## config.mk

```make
export PLATFORM = sky130hd
export DESIGN_NAME = prog_counter_flat
export DESIGN_NICKNAME = d
export VERILOG_FILES = /design/src/rtl/prog_counter_if.sv /design/src/rtl/prog_counter.sv /design/src/flat_wrapper.sv
export SDC_FILE = /design/constraint.sdc
export NUM_CORES = 1
export LEC_CHECK = 0
export ABC_CLOCK_PERIOD_IN_PS = 2580
export BUFFER_PORTS_ARGS = -buffer_cell sky130_fd_sc_hd__buf_2
export CORE_MARGIN = 3
export CORE_UTILIZATION = 35
export DETAILED_ROUTE_END_ITERATION = 8
export GPL_TIMING_DRIVEN = 0
export SYNTH_ARGS = -nofsm -noshare
export SYNTH_HDL_FRONTEND = slang
export SYNTH_SLANG_ARGS = --single-unit
```

## constraint.sdc

```tcl
create_clock -name Clk -period 2.58 [get_ports Clk]
set_input_delay 0.387 -clock Clk [delete_from_list [all_inputs] [get_ports Clk]]
set_output_delay 0.387 -clock Clk [all_outputs]
set_load 0.02 [all_outputs]
```

## src/rtl/prog_counter_if.sv

```systemverilog
// Fetch-stage handshake bundle between the test harness and prog_counter.
// The harness drives Start/Stall/Branch/Target/Halt. The sequencer returns
// the PC, its Run/Done state flags and the executed-instruction count.
interface prog_counter_if #(
  parameter int unsigned D  = 12,
  parameter int unsigned CW = 16
);
  logic          Start;
  logic          Stall;
  logic          Branch;
  logic [D-1:0]  Target;
  logic          Halt;
  logic [D-1:0]  Prog_ctr;
  logic          Run;
  logic          Done;
  logic [CW-1:0] Instr_cnt;

  modport master (
    output Start, Stall, Branch, Target, Halt,
    input  Prog_ctr, Run, Done, Instr_cnt
  );

  modport slave (
    input  Start, Stall, Branch, Target, Halt,
    output Prog_ctr, Run, Done, Instr_cnt
  );
endinterface

```

## src/rtl/prog_counter.sv

```systemverilog
// Program-counter sequencer for the fetch stage.
// It holds the instruction address and advances it by one for each executed
// cycle. When a branch is taken it instead adds the signed relative offset.
// It also runs the IDLE/RUN/DONE handshake with the harness and keeps a
// saturating count of executed instructions.
module prog_counter #(
  parameter int unsigned     D          = 12,
  parameter logic [D-1:0]    START_ADDR = '0,
  parameter int unsigned     CW         = 16
) (
  input  logic         Clk,
  input  logic         Reset,
  prog_counter_if.slave bus
);

  typedef enum logic [1:0] {
    S_IDLE = 2'd0,
    S_RUN  = 2'd1,
    S_DONE = 2'd2
  } state_t;

  state_t        state;
  logic [D-1:0]  pc;
  logic [CW-1:0] cnt;
  logic          run_q;
  logic          done_q;

  logic [D-1:0]  pc_step;
  logic [D-1:0]  pc_next;
  logic [CW-1:0] cnt_next;

  // Next PC and next count for an executed (non-stalled) RUN cycle.
  // Target is already two's complement, so a plain D-bit add with the
  // carry dropped gives the wrapped relative branch.
  always_comb begin
    pc_step  = bus.Branch ? bus.Target : D'(1);
    pc_next  = pc + pc_step;
    cnt_next = (cnt == '1) ? cnt : cnt + CW'(1);
  end

  // Sequencer FSM. Run and Done are registered copies of the state,
  // so there is no combinational path from any input to the flags.
  always_ff @(posedge Clk or negedge Reset) begin
    if (!Reset) begin
      state  <= S_IDLE;
      pc     <= START_ADDR;
      cnt    <= '0;
      run_q  <= 1'b0;
      done_q <= 1'b0;
    end else begin
      case (state)
        S_IDLE, S_DONE: begin
          if (bus.Start) begin
            state  <= S_RUN;
            pc     <= START_ADDR;
            cnt    <= '0;
            run_q  <= 1'b1;
            done_q <= 1'b0;
          end
        end
        S_RUN: begin
          if (!bus.Stall) begin
            cnt <= cnt_next;
            if (bus.Halt) begin
              state  <= S_DONE;
              run_q  <= 1'b0;
              done_q <= 1'b1;
            end else begin
              pc <= pc_next;
            end
          end
        end
        default: begin
          state  <= S_IDLE;
          pc     <= START_ADDR;
          cnt    <= '0;
          run_q  <= 1'b0;
          done_q <= 1'b0;
        end
      endcase
    end
  end

  assign bus.Prog_ctr  = pc;
  assign bus.Instr_cnt = cnt;
  assign bus.Run       = run_q;
  assign bus.Done      = done_q;

endmodule
```

## src/flat_wrapper.sv

```systemverilog
// flat-port wrapper written by rule: the top's interface ports become plain ports
module prog_counter_flat 
#(
  parameter int unsigned     D          = 12,
  parameter logic [D-1:0]    START_ADDR = '0,
  parameter int unsigned     CW         = 16
)
  (Clk, Reset, bus_Start, bus_Stall, bus_Branch, bus_Target, bus_Halt, bus_Prog_ctr, bus_Run, bus_Done, bus_Instr_cnt);
  prog_counter_if #(.D(D), .CW(CW)) bus_i ();
  input  logic Clk;
  input  logic Reset;
  input wire logic [$bits(bus_i.Start)-1:0] bus_Start;
  input wire logic [$bits(bus_i.Stall)-1:0] bus_Stall;
  input wire logic [$bits(bus_i.Branch)-1:0] bus_Branch;
  input wire logic [$bits(bus_i.Target)-1:0] bus_Target;
  input wire logic [$bits(bus_i.Halt)-1:0] bus_Halt;
  output wire logic [$bits(bus_i.Prog_ctr)-1:0] bus_Prog_ctr;
  output wire logic [$bits(bus_i.Run)-1:0] bus_Run;
  output wire logic [$bits(bus_i.Done)-1:0] bus_Done;
  output wire logic [$bits(bus_i.Instr_cnt)-1:0] bus_Instr_cnt;
  assign bus_i.Start = bus_Start;
  assign bus_i.Stall = bus_Stall;
  assign bus_i.Branch = bus_Branch;
  assign bus_i.Target = bus_Target;
  assign bus_i.Halt = bus_Halt;
  assign bus_Prog_ctr = bus_i.Prog_ctr;
  assign bus_Run = bus_i.Run;
  assign bus_Done = bus_i.Done;
  assign bus_Instr_cnt = bus_i.Instr_cnt;
  prog_counter #(.D(D), .START_ADDR(START_ADDR), .CW(CW)) u_core (.Clk(Clk), .Reset(Reset), .bus(bus_i));
endmodule
```

==> impl_table.tex <==
\begin{tabular}{lr}
\hline
Metric & Value \\
\hline
\multicolumn{2}{l}{\textbf{Synth}} \\
Synth Instances & 221 \\
Post-synthesis instance area & 0.00208 mm\^{}2 \\
Number of different library cells in the post-synthesis netlist & 51 \\
Cell taking the most area after synthesis & sky130\_fd\_sc\_hd\_\_dfrtp\_1 \\
Register bit count reported by yosys & 31 \\
Yosys warning total & 0 \\
Post-synth net total & 252 \\
Area share of the largest cell type after synthesis & 37.3\% \\
Largest cells by area after synthesis & sky130\_fd\_sc\_hd\_\_dfrtp\_1 37\%, sky130\_fd\_sc\_hd\_\_ha\_1 7.2\%, sky130\_fd\_sc\_hd\_\_xor2\_1 5.1\% \\
Post-Syn Area per Cell & 9.42 um\^{}2 \\
Sequential-to-total area share from yosys stat & 37.3\% \\
\multicolumn{2}{l}{\textbf{Pwr}} \\
Maximum vdd drop & 0.000361 V \\
Areal power density over the cells & 658 mW/mm\^{}2 \\
Leakage dissipation & 0.00122 uW \\
\multicolumn{2}{l}{\textbf{Global routing}} \\
Overall global routing resource usage & 15.2\% \\
Number of global-route vias before repair & 1830 \\
Number of antenna violations at the first check in global routing & 0 \\
Grt total ovfl & 0 \\
Global-route wire length before repair & 8.79 mm \\
Maximum number of pins on one net before global-route repair & 32 \\
\multicolumn{2}{l}{\textbf{Timing}} \\
Worst Tran Pin Value & 0.732 ns \\
Min Tclk post-route & 2.25 ns \\
Clock skew & 0.00182 ns \\
Worst relative slew slack & 51.2\% \\
Total Negative Setup Slacks & 0 ns \\
Count of endpoints failing setup in the final report & 0 \\
Worst setup margin & 0.325 ns \\
Ratio of final minimum period to clock period & 87.4\% \\
Total count of hold-check failures in the final report & 0 \\
Maximum operating frequency & 444 MHz \\
Unrepaired setup endpoints after global routing & false \\
Max-slew violation total from the final report & 0 \\
\multicolumn{2}{l}{\textbf{CTS}} \\
TritonCTS clock tree & yes \\
Root buffer cell & sky130\_fd\_sc\_hd\_\_clkbuf\_8 \\
Post-CTS resize count & 0 \\
Clock-pin slew reported for the worst setup and hold paths after clock tree synthesis & 0.06 ns \\
Number of buffers inserted during clock tree synthesis & 5 \\
Number of buffers between clock root and the deepest sink & 2 \\
Number of buffers inserted by post-CTS setup repair & 0 \\
Post-CTS Hold Buffers & 0 \\
CTS H-Tree Depth & 2 \\
Clock insertion delay at the later pin of the skew report & 0.27 ns \\
CTS Sinks & 31 \\
\multicolumn{2}{l}{\textbf{Floorplanning}} \\
Width of the die & 83.1 um \\
I/O pin total & 48 \\
Area of the core & 0.00564 mm\^{}2 \\
Die Area & 0.00691 mm\^{}2 \\
Starting density of the core & 36.9\% \\
Die height & 83.1 um \\
Site Rows & 27 \\
\multicolumn{2}{l}{\textbf{Finish}} \\
Ant. Diodes & 0 \\
Fraction of final layout cells with drive strength greater than 1 & 24.5\% \\
Number of fill cells & 568 \\
Nets@finish & 306 \\
Commonest cells after routing, fill and taps aside & 47 x sky130\_fd\_sc\_hd\_\_buf\_2, 31 x sky130\_fd\_sc\_hd\_\_dfrtp\_1, 20 x sky130\_fd\_sc\_hd\_\_nand2\_1 \\
Relative area change from synthesis to final layout & 19.1\% \\
Most common library cell in the layout ignoring fill and taps & sky130\_fd\_sc\_hd\_\_buf\_2 \\
Reg area & 776 um\^{}2 \\
Area used by multi-input combinational logic & 0.00128 mm\^{}2 \\
\multicolumn{2}{l}{\textbf{Drt}} \\
Average routed wire per standard cell & 13.9 um \\
Post-route ant nets & 0 \\
Number of DRC markers after the initial detailed-route iteration & 64 \\
DRT Pass-1 Iters & 6 \\
DRT Wirelength & 4.81 mm \\
Residual DRC & 0 \\
Total number of vias & 1809 \\
Mean number of vias per cell & 5.23 \\
\multicolumn{2}{l}{\textbf{Run}} \\
Count of maximum capacitance violations & 0 \\
\multicolumn{2}{l}{\textbf{Critical path}} \\
Classification of the worst setup path & input pin to flop \\
Largest fanout on the critical path & 10 \\
CP endpoint kind & flop \\
Worst Path Arrival & 2.41 ns \\
Required time of the worst setup path & 2.74 ns \\
Sort of element at the start of the critical path & input pin \\
\multicolumn{2}{l}{\textbf{Worst hold path}} \\
Type of the most critical hold path & input pin to async pin \\
\multicolumn{2}{l}{\textbf{Status}} \\
Outcome & complete, no violations \\
\multicolumn{2}{l}{\textbf{Placed design}} \\
Count of buffers from port buffering & 47 \\
Weighted congestion at the end of routability-driven global placement & 0.805 \\
Post-placement worst setup slack & 0.0228 ns \\
Total half-perimeter wirelength after legalization and detailed placement & 3.64 mm \\
\hline
\end{tabular}
cell type report:
cell class,instances,share of cell area (%)
clock buffers,6,2.93
inverters,2,0.303
repair buffers,47,9.49
plain buffers,3,0.606
multi-input cells,185,51.7
well taps,72,3.63
flip-flops and latches,31,31.3
cells in the mapped netlist (all sizes together):
cell	count
a2111oi	1
a211o	2
a211oi	5
a21boi	1
a21o	5
a21oi	9
a22o	2
a31o	1
and2	13
and2b	1
and3	9
and4	3
buf	1
clkbuf	2
dfrtp	31
fa	1
ha	12
inv	2
mux2i	1
nand2	20
nand2b	2
nand3	8
nand3b	2
nand4	6
nor2	17
nor2b	2
nor3	6
nor3b	3
nor4	2
o2111ai	1
o211ai	6
o21a	1
o21ai	19
o21bai	2
o221ai	1
o31ai	1
or2	1
or3	2
xnor2	5
xor2	12
where the power goes:
part           internal, uW  switching (uW)  leakage (uW)  total (uW)
sequential              562            84.7      0.000424         647
clock                   180             173     0.0000371         352
combinational           230             401      0.000761         631
flip-flops by register name, indices dropped and copies added, names as in the netlist:
signal	cells
u_core.bus.Instr_cnt	16
u_core.bus.Prog_ctr	12
u_core.bus.Run	1
u_core.state	2
critical path, cell delays in order:
cell and delay (ns):
sky130_fd_sc_hd__buf_2 0.11, sky130_fd_sc_hd__clkbuf_1 0.19, sky130_fd_sc_hd__and2_1 0.22, sky130_fd_sc_hd__fa_1 0.45, sky130_fd_sc_hd__a211oi_1 0.28, sky130_fd_sc_hd__o21bai_1 0.18, sky130_fd_sc_hd__a21boi_0 0.26, sky130_fd_sc_hd__mux2i_1 0.23
sky130_fd_sc_hd__nand3_1 0.09
through the flow:
stage	instances	util (%)	cell area [um^2]	hold slack [ns]	power, uW
final	346	43.9	2480	0.168	1630
after global routing	346	43.9	2480	0.241	1760
after CTS	346	43.9	2480	0.193	1660
after detailed placement	340	42.6	2410	0.494	1290
after global placement	340	42.6	2410	0.493	1290
after floorplan	221	-	2080	0.0914	1080
cell families after synthesis:
logic type / share of synthesized area (%)
buffers and inverters: 1.08
XOR/XNOR: 7.16
adder cells (fa/ha/maj): 8.18
AO/OA/AOI/OAI: 19.0
flip-flops: 37.3
multiplexers: 0.481
AND/OR/NAND/NOR: 26.8
metal layers:
layer  wire length, um  share of wire [%]  GRT usage, %  vias up
met3               186                3.9          3.08        2
li1                  -                  -             -      924
met5                 0                  0             0        -
met4                24               0.50          4.01        0
met1              2370                 49          21.7      843
met2              2220                 46          23.4       40
final timing paths:
kind / end / depth (start not counted) / from / slack [ns]
max in group asynchronous: u_core.bus.Instr_cnt[13] / 1 / Reset / 1.94
setup / recovery: u_core.bus.Prog_ctr[8] / 9 / bus_Branch / 0.33
hold reg to reg: u_core.bus.Prog_ctr[8] / 2 / u_core.bus.Prog_ctr[8] / 0.52
setup reg to reg: u_core.bus.Prog_ctr[8] / 7 / u_core.bus.Prog_ctr[0] / 0.36
min in group Clk: u_core.bus.Run / 3 / bus_Start / 0.40
hold / removal: u_core.bus.Prog_ctr[8] / 1 / Reset / 0.17
Note: power is estimated with default switching activity, not from simulation.
